[src/rtl/alu_pkg.sv]
// Shared opcodes, FSM state encoding and decode helpers for the sequential N-bit ALU.
package alu_pkg;

    localparam logic [3:0] OP_AND = 4'b0000;
    localparam logic [3:0] OP_OR  = 4'b0001;
    localparam logic [3:0] OP_ADD = 4'b0010;
    localparam logic [3:0] OP_SUB = 4'b0110;
    localparam logic [3:0] OP_SLT = 4'b0111;
    localparam logic [3:0] OP_NOR = 4'b1100;
    localparam logic [3:0] OP_SLL = 4'b1000;
    localparam logic [3:0] OP_SRL = 4'b1001;

    typedef enum logic [1:0] {
        ST_IDLE  = 2'd0,
        ST_SHIFT = 2'd1,
        ST_DONE  = 2'd2
    } state_e;

    function automatic logic is_shift_op(input logic [3:0] op);
        return (op == OP_SLL) || (op == OP_SRL);
    endfunction

endpackage

[src/rtl/alu_core.sv]
// Combinational WIDTH-bit ALU core: operand inversion muxes feeding a full-adder ripple,
// plus AND/OR (NOR via inverted AND) and signed set-less-than.
module alu_core
    import alu_pkg::*;
#(
    parameter int WIDTH = 32
) (
    input  logic [3:0]       op,
    input  logic [WIDTH-1:0] a,
    input  logic [WIDTH-1:0] b,
    output logic [WIDTH-1:0] result,
    output logic             carry,
    output logic             overflow,
    output logic             err
);

    logic [WIDTH-1:0] a_inv_s;
    logic [WIDTH-1:0] b_inv_s;
    logic [WIDTH-1:0] sum_s;
    logic [WIDTH:0]   c_s;
    logic             ovf_s;
    logic             less_s;

    assign a_inv_s = op[3] ? ~a : a;
    assign b_inv_s = op[2] ? ~b : b;
    assign c_s[0]  = op[2];

    for (genvar i = 0; i < WIDTH; i++) begin : g_fa
        assign sum_s[i]  = a_inv_s[i] ^ b_inv_s[i] ^ c_s[i];
        assign c_s[i+1]  = (a_inv_s[i] & b_inv_s[i]) | (c_s[i] & (a_inv_s[i] ^ b_inv_s[i]));
    end

    assign ovf_s  = c_s[WIDTH] ^ c_s[WIDTH-1];
    // Sign of the difference corrected by overflow stays right across sign wrap.
    assign less_s = sum_s[WIDTH-1] ^ ovf_s;

    // Opcode decode into result and arithmetic flags
    always_comb begin
        result   = {WIDTH{1'b0}};
        carry    = 1'b0;
        overflow = 1'b0;
        err      = 1'b0;
        case (op)
            OP_AND, OP_NOR: result = a_inv_s & b_inv_s;
            OP_OR:          result = a_inv_s | b_inv_s;
            OP_ADD, OP_SUB: begin
                result   = sum_s;
                carry    = c_s[WIDTH];
                overflow = ovf_s;
            end
            OP_SLT: begin
                result   = {{(WIDTH-1){1'b0}}, less_s};
                carry    = c_s[WIDTH];
                overflow = ovf_s;
            end
            default: err = 1'b1;
        endcase
    end

endmodule

[src/rtl/alu_seq_nbit.sv]
// Sequential N-bit ALU: valid/ready handshake, registered result and flags,
// single-cycle core ops and one-bit-per-cycle logical shifts.
module alu_seq_nbit
    import alu_pkg::*;
#(
    parameter  int WIDTH = 32,
    localparam int SHW   = $clog2(WIDTH)
) (
    input  logic             clk,
    input  logic             rst_n,
    input  logic             in_valid,
    output logic             in_ready,
    input  logic [3:0]       op,
    input  logic [WIDTH-1:0] a,
    input  logic [WIDTH-1:0] b,
    output logic             out_valid,
    input  logic             out_ready,
    output logic [WIDTH-1:0] result,
    output logic             zero,
    output logic             carry,
    output logic             overflow,
    output logic             negative,
    output logic             err
);

    state_e           state_r, state_nxt_s;
    logic [WIDTH-1:0] acc_r, shifted_s, core_res_s, cap_res_s, result_r;
    logic [SHW-1:0]   cnt_r, amt_s;
    logic             dir_r, is_shift_s, shift_run_s, start_s, load_s, cap_s, last_step_s;
    logic             core_carry_s, core_ovf_s, core_err_s;
    logic             cap_carry_s, cap_ovf_s, cap_err_s;
    logic             out_valid_r, zero_r, carry_r, overflow_r, negative_r, err_r;

    alu_core #(.WIDTH(WIDTH)) u_core (
        .op       (op),
        .a        (a),
        .b        (b),
        .result   (core_res_s),
        .carry    (core_carry_s),
        .overflow (core_ovf_s),
        .err      (core_err_s)
    );

    assign amt_s       = b[SHW-1:0];
    assign is_shift_s  = is_shift_op(op);
    assign shift_run_s = is_shift_s && (amt_s != {SHW{1'b0}});
    assign in_ready    = rst_n && ((state_r == ST_IDLE) || ((state_r == ST_DONE) && out_ready));
    assign start_s     = in_valid && in_ready;
    assign load_s      = start_s && shift_run_s;
    assign last_step_s = (state_r == ST_SHIFT) && (cnt_r <= SHW'(1));
    assign cap_s       = (start_s && !shift_run_s) || last_step_s;
    assign shifted_s   = dir_r ? {1'b0, acc_r[WIDTH-1:1]} : {acc_r[WIDTH-2:0], 1'b0};

    // Choose the value to register: final shift step, unshifted operand, or core output
    always_comb begin
        cap_res_s   = core_res_s;
        cap_carry_s = core_carry_s;
        cap_ovf_s   = core_ovf_s;
        cap_err_s   = core_err_s;
        if (state_r == ST_SHIFT) begin
            cap_res_s   = shifted_s;
            cap_carry_s = 1'b0;
            cap_ovf_s   = 1'b0;
            cap_err_s   = 1'b0;
        end else if (is_shift_s) begin
            cap_res_s   = a;
            cap_carry_s = 1'b0;
            cap_ovf_s   = 1'b0;
            cap_err_s   = 1'b0;
        end else begin
            cap_res_s   = core_res_s;
            cap_carry_s = core_carry_s;
            cap_ovf_s   = core_ovf_s;
            cap_err_s   = core_err_s;
        end
    end

    // Next-state logic; DONE accepts a new request in the same cycle it is drained
    always_comb begin
        state_nxt_s = state_r;
        case (state_r)
            ST_IDLE, ST_DONE: begin
                if (start_s) begin
                    state_nxt_s = shift_run_s ? ST_SHIFT : ST_DONE;
                end else if ((state_r == ST_DONE) && !out_ready) begin
                    state_nxt_s = ST_DONE;
                end else begin
                    state_nxt_s = ST_IDLE;
                end
            end
            ST_SHIFT: state_nxt_s = last_step_s ? ST_DONE : ST_SHIFT;
            default:  state_nxt_s = ST_IDLE;
        endcase
    end

    // State, shift datapath and output registers with synchronous active-low reset
    always_ff @(posedge clk) begin
        if (!rst_n) begin
            state_r     <= ST_IDLE;
            acc_r       <= {WIDTH{1'b0}};
            cnt_r       <= {SHW{1'b0}};
            dir_r       <= 1'b0;
            out_valid_r <= 1'b0;
            result_r    <= {WIDTH{1'b0}};
            zero_r      <= 1'b0;
            carry_r     <= 1'b0;
            overflow_r  <= 1'b0;
            negative_r  <= 1'b0;
            err_r       <= 1'b0;
        end else begin
            state_r     <= state_nxt_s;
            out_valid_r <= (state_nxt_s == ST_DONE);
            if (load_s) begin
                acc_r <= a;
                cnt_r <= amt_s;
                dir_r <= op[0];
            end else if (state_r == ST_SHIFT) begin
                acc_r <= shifted_s;
                cnt_r <= cnt_r - SHW'(1);
            end
            if (cap_s) begin
                result_r   <= cap_res_s;
                zero_r     <= (cap_res_s == {WIDTH{1'b0}}) && !cap_err_s;
                negative_r <= cap_res_s[WIDTH-1];
                carry_r    <= cap_carry_s;
                overflow_r <= cap_ovf_s;
                err_r      <= cap_err_s;
            end
        end
    end

    assign out_valid = out_valid_r;
    assign result    = result_r;
    assign zero      = zero_r;
    assign carry     = carry_r;
    assign overflow  = overflow_r;
    assign negative  = negative_r;
    assign err       = err_r;

endmodule

[config.mk]
export PLATFORM = sky130hd
export DESIGN_NAME = alu_seq_nbit
export DESIGN_NICKNAME = d
export VERILOG_FILES = /design/src/rtl/alu_pkg.sv /design/src/rtl/alu_core.sv /design/src/rtl/alu_seq_nbit.sv
export SDC_FILE = /design/constraint.sdc
export NUM_CORES = 1
export LEC_CHECK = 0
export ABC_AREA = 1
export CORE_ASPECT_RATIO = 1.1
export CORE_MARGIN = 4
export CORE_UTILIZATION = 25
export CTS_CLUSTER_DIAMETER = 120
export DETAILED_ROUTE_END_ITERATION = 8
export PLACE_DENSITY_LB_ADDON = 0.1
export REMOVE_ABC_BUFFERS = 1
export SLEW_MARGIN = 10
export SYNTH_ARGS = -nofsm -noshare
export SYNTH_HDL_FRONTEND = slang
export SYNTH_SLANG_ARGS = --single-unit
export TNS_END_PERCENT = 30
[constraint.sdc]
create_clock -name clk -period 25.2 [get_ports clk]
set_input_delay 5.04 -clock clk [delete_from_list [all_inputs] [get_ports clk]]
set_output_delay 5.04 -clock clk [all_outputs]
set_load 0.01 [all_outputs]
==> flow_metrics.py, run 1 <==
metrics = {
    "layout": {
        "final_cell_mix": "nand2_1, inv_1, nor2_1, clkdlybuf4s50_1, dfxtp_1",
        "fin_nets": 1273,
        "syn_to_final_growth_pct": 22.0,
        "final_common_cell": "nand2_1",
        "drive_gt1_frac": 0.0415,
        "area.sequential_mm2": 0.00154,
        "multiInputGateArea_mm2": 0.00502,
        "nFillCells": 3198,
    },
    "detailed_routing": {
        "drc": 0,
        "drtIter0Drc": 415,
        "routed_wirelength_mm": 26.5,
        "via_per_inst": 4.62,
        "via_count": 6852,
        "dr.pass1.iters": 5,
        "ant_nets": 0,
        "routedWlPerCell_um": 17.9,
    },
    "synthesis": {
        "syn-mean-instance-area_um2": 7.15,
        "ys_seq_elements": 77,
        "ys.flop_type": "dfxtp_1",
        "async_flop_share": 0,
        "syn_inst": 1042,
        "synth_edf_count": 0,
        "synth_area_mm2": 0.00745,
        "ys.warnings.count": 0,
        "ys_types": 37,
        "ys_seq_area_frac": 0.207,
    },
    "worst_setup_path": {
        "slowest_stage": "clkdlybuf4s50_1",
        "worstPathArrival_ns": 20.39,
        "crit_start": "a[0]",
        "r2r_setup_slack_ns": 22.18,
        "r2r-end": "zero",
        "cpPeakStageDelay_ns": 0.52,
        "required_ns": 25.48,
        "r2r-start": "state_r[0]",
        "crit_buf_inv": 3,
        "r2r_cells": 14,
        "crit_path_end_kind": "flop",
        "cp-start-kind": "input port",
        "crit_top_cell": "fa_1",
        "endpoint": "zero",
        "criticalPathCategory": "input port to flop",
        "cp_top_family": "adder cells",
        "crit_cells": 48,
        "worst-path-max-fanout": 3,
    },
    "power": {
        "leakagePower_nw": 4.12,
        "p_per_area_mw_per_mm2": 46.9,
        "peakVddDrop_mv": 0.0344,
    },
    "clock_network": {
        "cts_buffers": 9,
        "clock_path_buffers": 2,
        "clock_latency_ns": 0.35,
        "clk_pin_slew_ns": 0.06,
        "cts_resized": 0,
        "cts_hold_buf": 0,
        "postCtsSetupBuffers": 0,
        "cts_tree": "built",
        "clock-root-buffer": "clkbuf_16",
        "cts_sinks": 77,
        "htree_levels": 3,
    },
    "die": {
        "die_w_um": 173,
        "std_cell_rows": 66,
        "die_h_um": 189,
        "start_util": 0.253,
        "core_mm2": 0.0295,
        "ioPinCount": 111,
        "fp.dieArea_mm2": 0.0326,
    },
    "timing": {
        "skew_ns": 0.00955,
        "slew_headroom": 0.283,
        "worstMarginPinSlew_ns": 1.07,
        "period_share": 0.798,
        "rsz0062_at_grt": "no",
        "setup_viol_count_final": 0,
        "min_period_ns": 20.11,
        "finalSetupTns_ns": 0,
        "hold_viol": 0,
        "slew_violations": 0,
        "fmax_mhz": 49.7,
        "setup_slack_ns": 5.09,
    },
    "global_route": {
        "grt_pass1_vias": 6879,
        "grt_pass1_wl_mm": 41.3,
        "overflow": 0,
        "grt_start_max_net_pins": 95,
        "track_usage": 0.162,
        "antenna_found_initial": 1,
    },
    "placement": {
        "numPortBuffers": 110,
        "dp.final_hpwl_mm": 18.3,
        "post-place-ws_ns": 4.57,
        "routabilityCongestion": 0.781,
    },
    "run": {
        "max-cap-violations": 0,
    },
    "outcome": {
        "status": "complete, no violations",
    },
    "worst_hold_path": {
        "hp-class": "flop to flop",
    },
}
[metrics by stage]
step | power [mW] | instance area [µm²] | cells | util | hold slack (ns)
2_1_floorplan | 0.220 | 7120 | 973 | - | 0.463
3_3_place_gp | 0.281 | 8750 | 1466 | 0.297 | 0.483
3_5_place_dp | 0.280 | 8750 | 1466 | 0.297 | 0.478
4_1_cts | 0.435 | 9080 | 1482 | 0.308 | 0.493
5_1_grt | 0.457 | 9080 | 1482 | 0.308 | 0.510
6_report | 0.426 | 9080 | 1483 | 0.308 | 0.489
[report_power, final]
group / internal [mW] / switching (mW)
clock network: 0.0925 / 0.0586
logic: 0.0592 / 0.0844
registers: 0.128 / 0.00363
total: 0.280 / 0.147
[kinds of logic (layout without fill, tap and decap cells)]
| family | after synthesis | after routing | synth area share |
|---|---|---|---|
| fa+ha+maj | 98 | 98 | 0.197 |
| compound gates | 161 | 161 | 0.139 |
| simple gates | 419 | 419 | 0.259 |
| flops | 77 | 77 | 0.207 |
| other cells | 0 | 1 | 0 |
| xor+xnor | 66 | 66 | 0.0776 |
| buf+inv | 221 | 287 | 0.121 |
[routing by layer]
| metal | track usage | share of wire |
|---|---|---|
| met1 | 0.209 | 0.46 |
| met2 | 0.291 | 0.50 |
| met3 | 0.0198 | 0.030 |
| met4 | 0.0362 | 0.012 |
| met5 | 0 | 0 |
[how the worst min path moves through the flow]
stage,startpoint,to,cells after the start
finish,acc_r[17],acc_r[17],2
global placement,acc_r[17],acc_r[17],2
detailed placement,acc_r[17],acc_r[17],2
CTS,acc_r[17],acc_r[17],2
global route,acc_r[22],acc_r[22],2
floorplan,acc_r[0],acc_r[0],2
[state kept, by name, summed over array words and instances, names as in the netlist]
signal and flops:
state_r 2, result 32, out_valid 1, cnt_r 5, overflow 1, dir_r 1
err 1, carry 1, zero 1, acc_r 32
[layout make-up]
type	instances	share of cell area
Multi-Input combinational cell	744	0.552
Sequential cell	77	0.170
Timing Repair Buffer	119	0.128
Inverter	152	0.0628
Tap cell	374	0.0515
Clock buffer	13	0.0286
Clock inverter	3	0.00744
Antenna cell	1	0.000275
[cells in the mapped netlist (2+ instances only)]
cell	count	share of area
dfxtp_1	77	0.21
a31oi_1	3	0.0025
nand2_2	3	0.0025
buf_1	4	0.0020
o21bai_1	31	0.031
fa_1	32	0.086
xnor2_1	59	0.069
clkbuf_1	28	0.014
nand3_1	14	0.0094
a211oi_1	3	0.0030
inv_1	145	0.073
nor2_4	3	0.0045
o21ai_0	65	0.044
xor2_1	7	0.0082
ha_1	66	0.11
nand4_1	64	0.054
nand3b_1	30	0.030
nor2_1	108	0.054
buf_2	29	0.019
inv_2	6	0.0030
or2_2	3	0.0025
o32ai_1	2	0.0024
nand2_1	189	0.095
nor2_2	2	0.0017
a21oi_1	20	0.013
buf_4	7	0.0071
a311oi_1	32	0.038
[tightest hold or removal path: cells and delay by family, from the launching register on]
| kind | cells | cell delay (ns) |
|---|---|---|
| AO/OA/AOI/OAI | 1 | 0.08 |
| flip-flops | 1 | 0.31 |
| AND/OR/NAND/NOR | 1 | 0.06 |
Power figures use the tool's default switching activity.
==> inputs of run 2 (changes only) <==
==> constraint.sdc (replaced) <==
create_clock -name clk -period 18.7 [get_ports clk]
set_input_delay 3.74 -clock clk [delete_from_list [all_inputs] [get_ports clk]]
set_output_delay 3.74 -clock clk [all_outputs]
set_load 0.01 [all_outputs]
==> flow_metrics.py, run 2 (synthesis results as in run 1) <==
metrics = {
    "outcome": {
        "status": "complete, no violations",
    },
    "worst_setup_path": {
        "cp-start-kind": "input port",
        "worst-path-max-fanout": 2,
        "required_ns": 18.99,
        "criticalPathCategory": "input port to flop",
        "worstPathArrival_ns": 18.26,
        "cpPeakStageDelay_ns": 0.53,
        "cp_top_family": "adder cells",
        "crit_top_cell": "fa_1",
        "crit_start": "a[0]",
        "crit_path_end_kind": "flop",
        "r2r-start": "state_r[0]",
        "slowest_stage": "clkdlybuf4s50_1",
        "crit_buf_inv": 3,
    },
    "power": {
        "p_per_area_mw_per_mm2": 60.5,
        "peakVddDrop_mv": 0.0301,
        "leakagePower_nw": 4.22,
        "total_power_mw": 0.561,
    },
    "timing": {
        "hold_viol": 0,
        "min_period_ns": 17.98,
        "setup_viol_count_final": 0,
        "worstMarginPinSlew_ns": 1.10,
        "rsz0062_at_grt": "no",
        "fmax_mhz": 55.6,
        "skew_ns": 0.0108,
        "period_share": 0.961,
        "setup_slack_ns": 0.722,
        "slew_violations": 0,
        "slew_headroom": 0.269,
    },
    "detailed_routing": {
        "routed_wirelength_mm": 26.6,
        "drtIter0Drc": 296,
        "via_per_inst": 4.64,
        "ant_nets": 0,
        "drc": 0,
        "via_count": 6989,
        "routedWlPerCell_um": 17.7,
        "dr.pass1.iters": 4,
    },
    "layout": {
        "fin_nets": 1298,
        "multiInputGateArea_mm2": 0.00505,
        "syn_to_final_growth_pct": 24.6,
        "antenna_cells": 0,
        "stdcell_count": 1506,
        "area.sequential_mm2": 0.00154,
        "final_cell_mix": "nand2_1, inv_1, nor2_1, clkdlybuf4s50_1, dfxtp_1",
        "finalInstanceArea_mm2": 0.00928,
        "final_common_cell": "nand2_1",
        "final_util": 0.315,
        "nFillCells": 3195,
        "drive_gt1_frac": 0.0760,
    },
    "clock_network": {
        "clock_latency_ns": 0.36,
        "cts_tree": "built",
        "postCtsSetupBuffers": 0,
        "clock-root-buffer": "clkbuf_16",
        "cts_sinks": 77,
        "cts_buffers": 9,
        "clock_path_buffers": 2,
        "cts_hold_buf": 0,
        "htree_levels": 3,
        "clk_pin_slew_ns": 0.07,
    },
    "global_route": {
        "grt_start_max_net_pins": 70,
        "grt_pass1_vias": 7054,
        "grt_pass1_wl_mm": 41.4,
        "track_usage": 0.162,
        "overflow": 0,
        "antenna_found_initial": 1,
    },
    "die": {
        "start_util": 0.253,
        "die_h_um": 189,
        "core_mm2": 0.0295,
        "fp.dieArea_mm2": 0.0326,
        "std_cell_rows": 66,
        "ioPinCount": 111,
        "die_w_um": 173,
    },
    "placement": {
        "place_area_mm2": 0.00895,
        "dp.final_hpwl_mm": 18.2,
        "routabilityCongestion": 0.763,
        "numPortBuffers": 110,
        "post-place-ws_ns": -0.613,
        "dp.cells": 1491,
    },
    "worst_hold_path": {
        "hp-class": "flop to flop",
        "worstHoldStart": "acc_r[16]",
    },
    "run": {
        "max-cap-violations": 0,
    },
}
==> run 2: cell types whose count changed in the layout (fill, tap and decap cells not counted), sizes merged <==
| cell | delta |
|---|---|
| clkbuf | -1 |
| clkinv | +1 |
| bufinv | -2 |
| clkinvlp | +1 |
| diode | -1 |
| buf | +25 |
==> run 2: metal layers <==
metal / global-route usage / routed length, µm / vias up
met4: 0.0424 / 493 / 0
met1: 0.209 / 12200 / 3296
met5: 0 / 0 / -
li1: - / - / 3516
met2: 0.286 / 13000 / 149
met3: 0.0228 / 967 / 28
==> run 2: area by class of cell <==
| type | count | area share |
|---|---|---|
| Timing Repair Buffer | 144 | 0.146 |
| Inverter | 152 | 0.0615 |
| Clock inverter | 3 | 0.00216 |
| Sequential cell | 77 | 0.166 |
| Multi-Input combinational cell | 744 | 0.545 |
| Tap cell | 374 | 0.0504 |
| Clock buffer | 12 | 0.0287 |
==> run 2: worst paths after layout <==
kind                     to  cells past startpoint  slack (ns)
setup / recovery       zero                     48        0.72
hold reg to reg   acc_r[16]                      2        0.49
hold / removal    acc_r[16]                      2        0.49
setup reg to reg       zero                     17       15.63
==> run 2: worst min-delay path, stage by stage (launching register included) <==
cell and delay [ns]:
dfxtp_1 0.31, nand2_1 0.06, a311oi_1 0.08
==> run 2: through the flow <==
stage                     setup TNS (ns)  hold slack, ns
final                                  0           0.491
after global routing                   0           0.520
after CTS                              0           0.493
after detailed placement           -2.00           0.478
after global placement             -1.44           0.483
after floorplan                        0           0.463
==> run 2: where the power goes <==
part           internal (mW)  switching, mW  leakage [nW]  total, mW
Sequential             0.172        0.00469         0.628      0.177
Combinational         0.0867          0.116          3.46      0.203
Clock                  0.100         0.0813         0.137      0.181
==> run 2: what timing repair did <==
item	4_1_cts	5_1_grt
pin swaps	3	1
setup endpoints to repair	2	5
gates resized for setup	5	10
==> inputs of run 3 (changes only) <==
--- a/config.mk
+++ b/config.mk
@@ -9,7 +9,6 @@
 export CORE_ASPECT_RATIO = 1.1
 export CORE_MARGIN = 4
 export CORE_UTILIZATION = 25
-export CTS_CLUSTER_DIAMETER = 120
 export DETAILED_ROUTE_END_ITERATION = 8
 export PLACE_DENSITY_LB_ADDON = 0.1
 export REMOVE_ABC_BUFFERS = 1
==> results of run 3 <==
No change in the layout: final DEF, timing and power equal those of run 2.
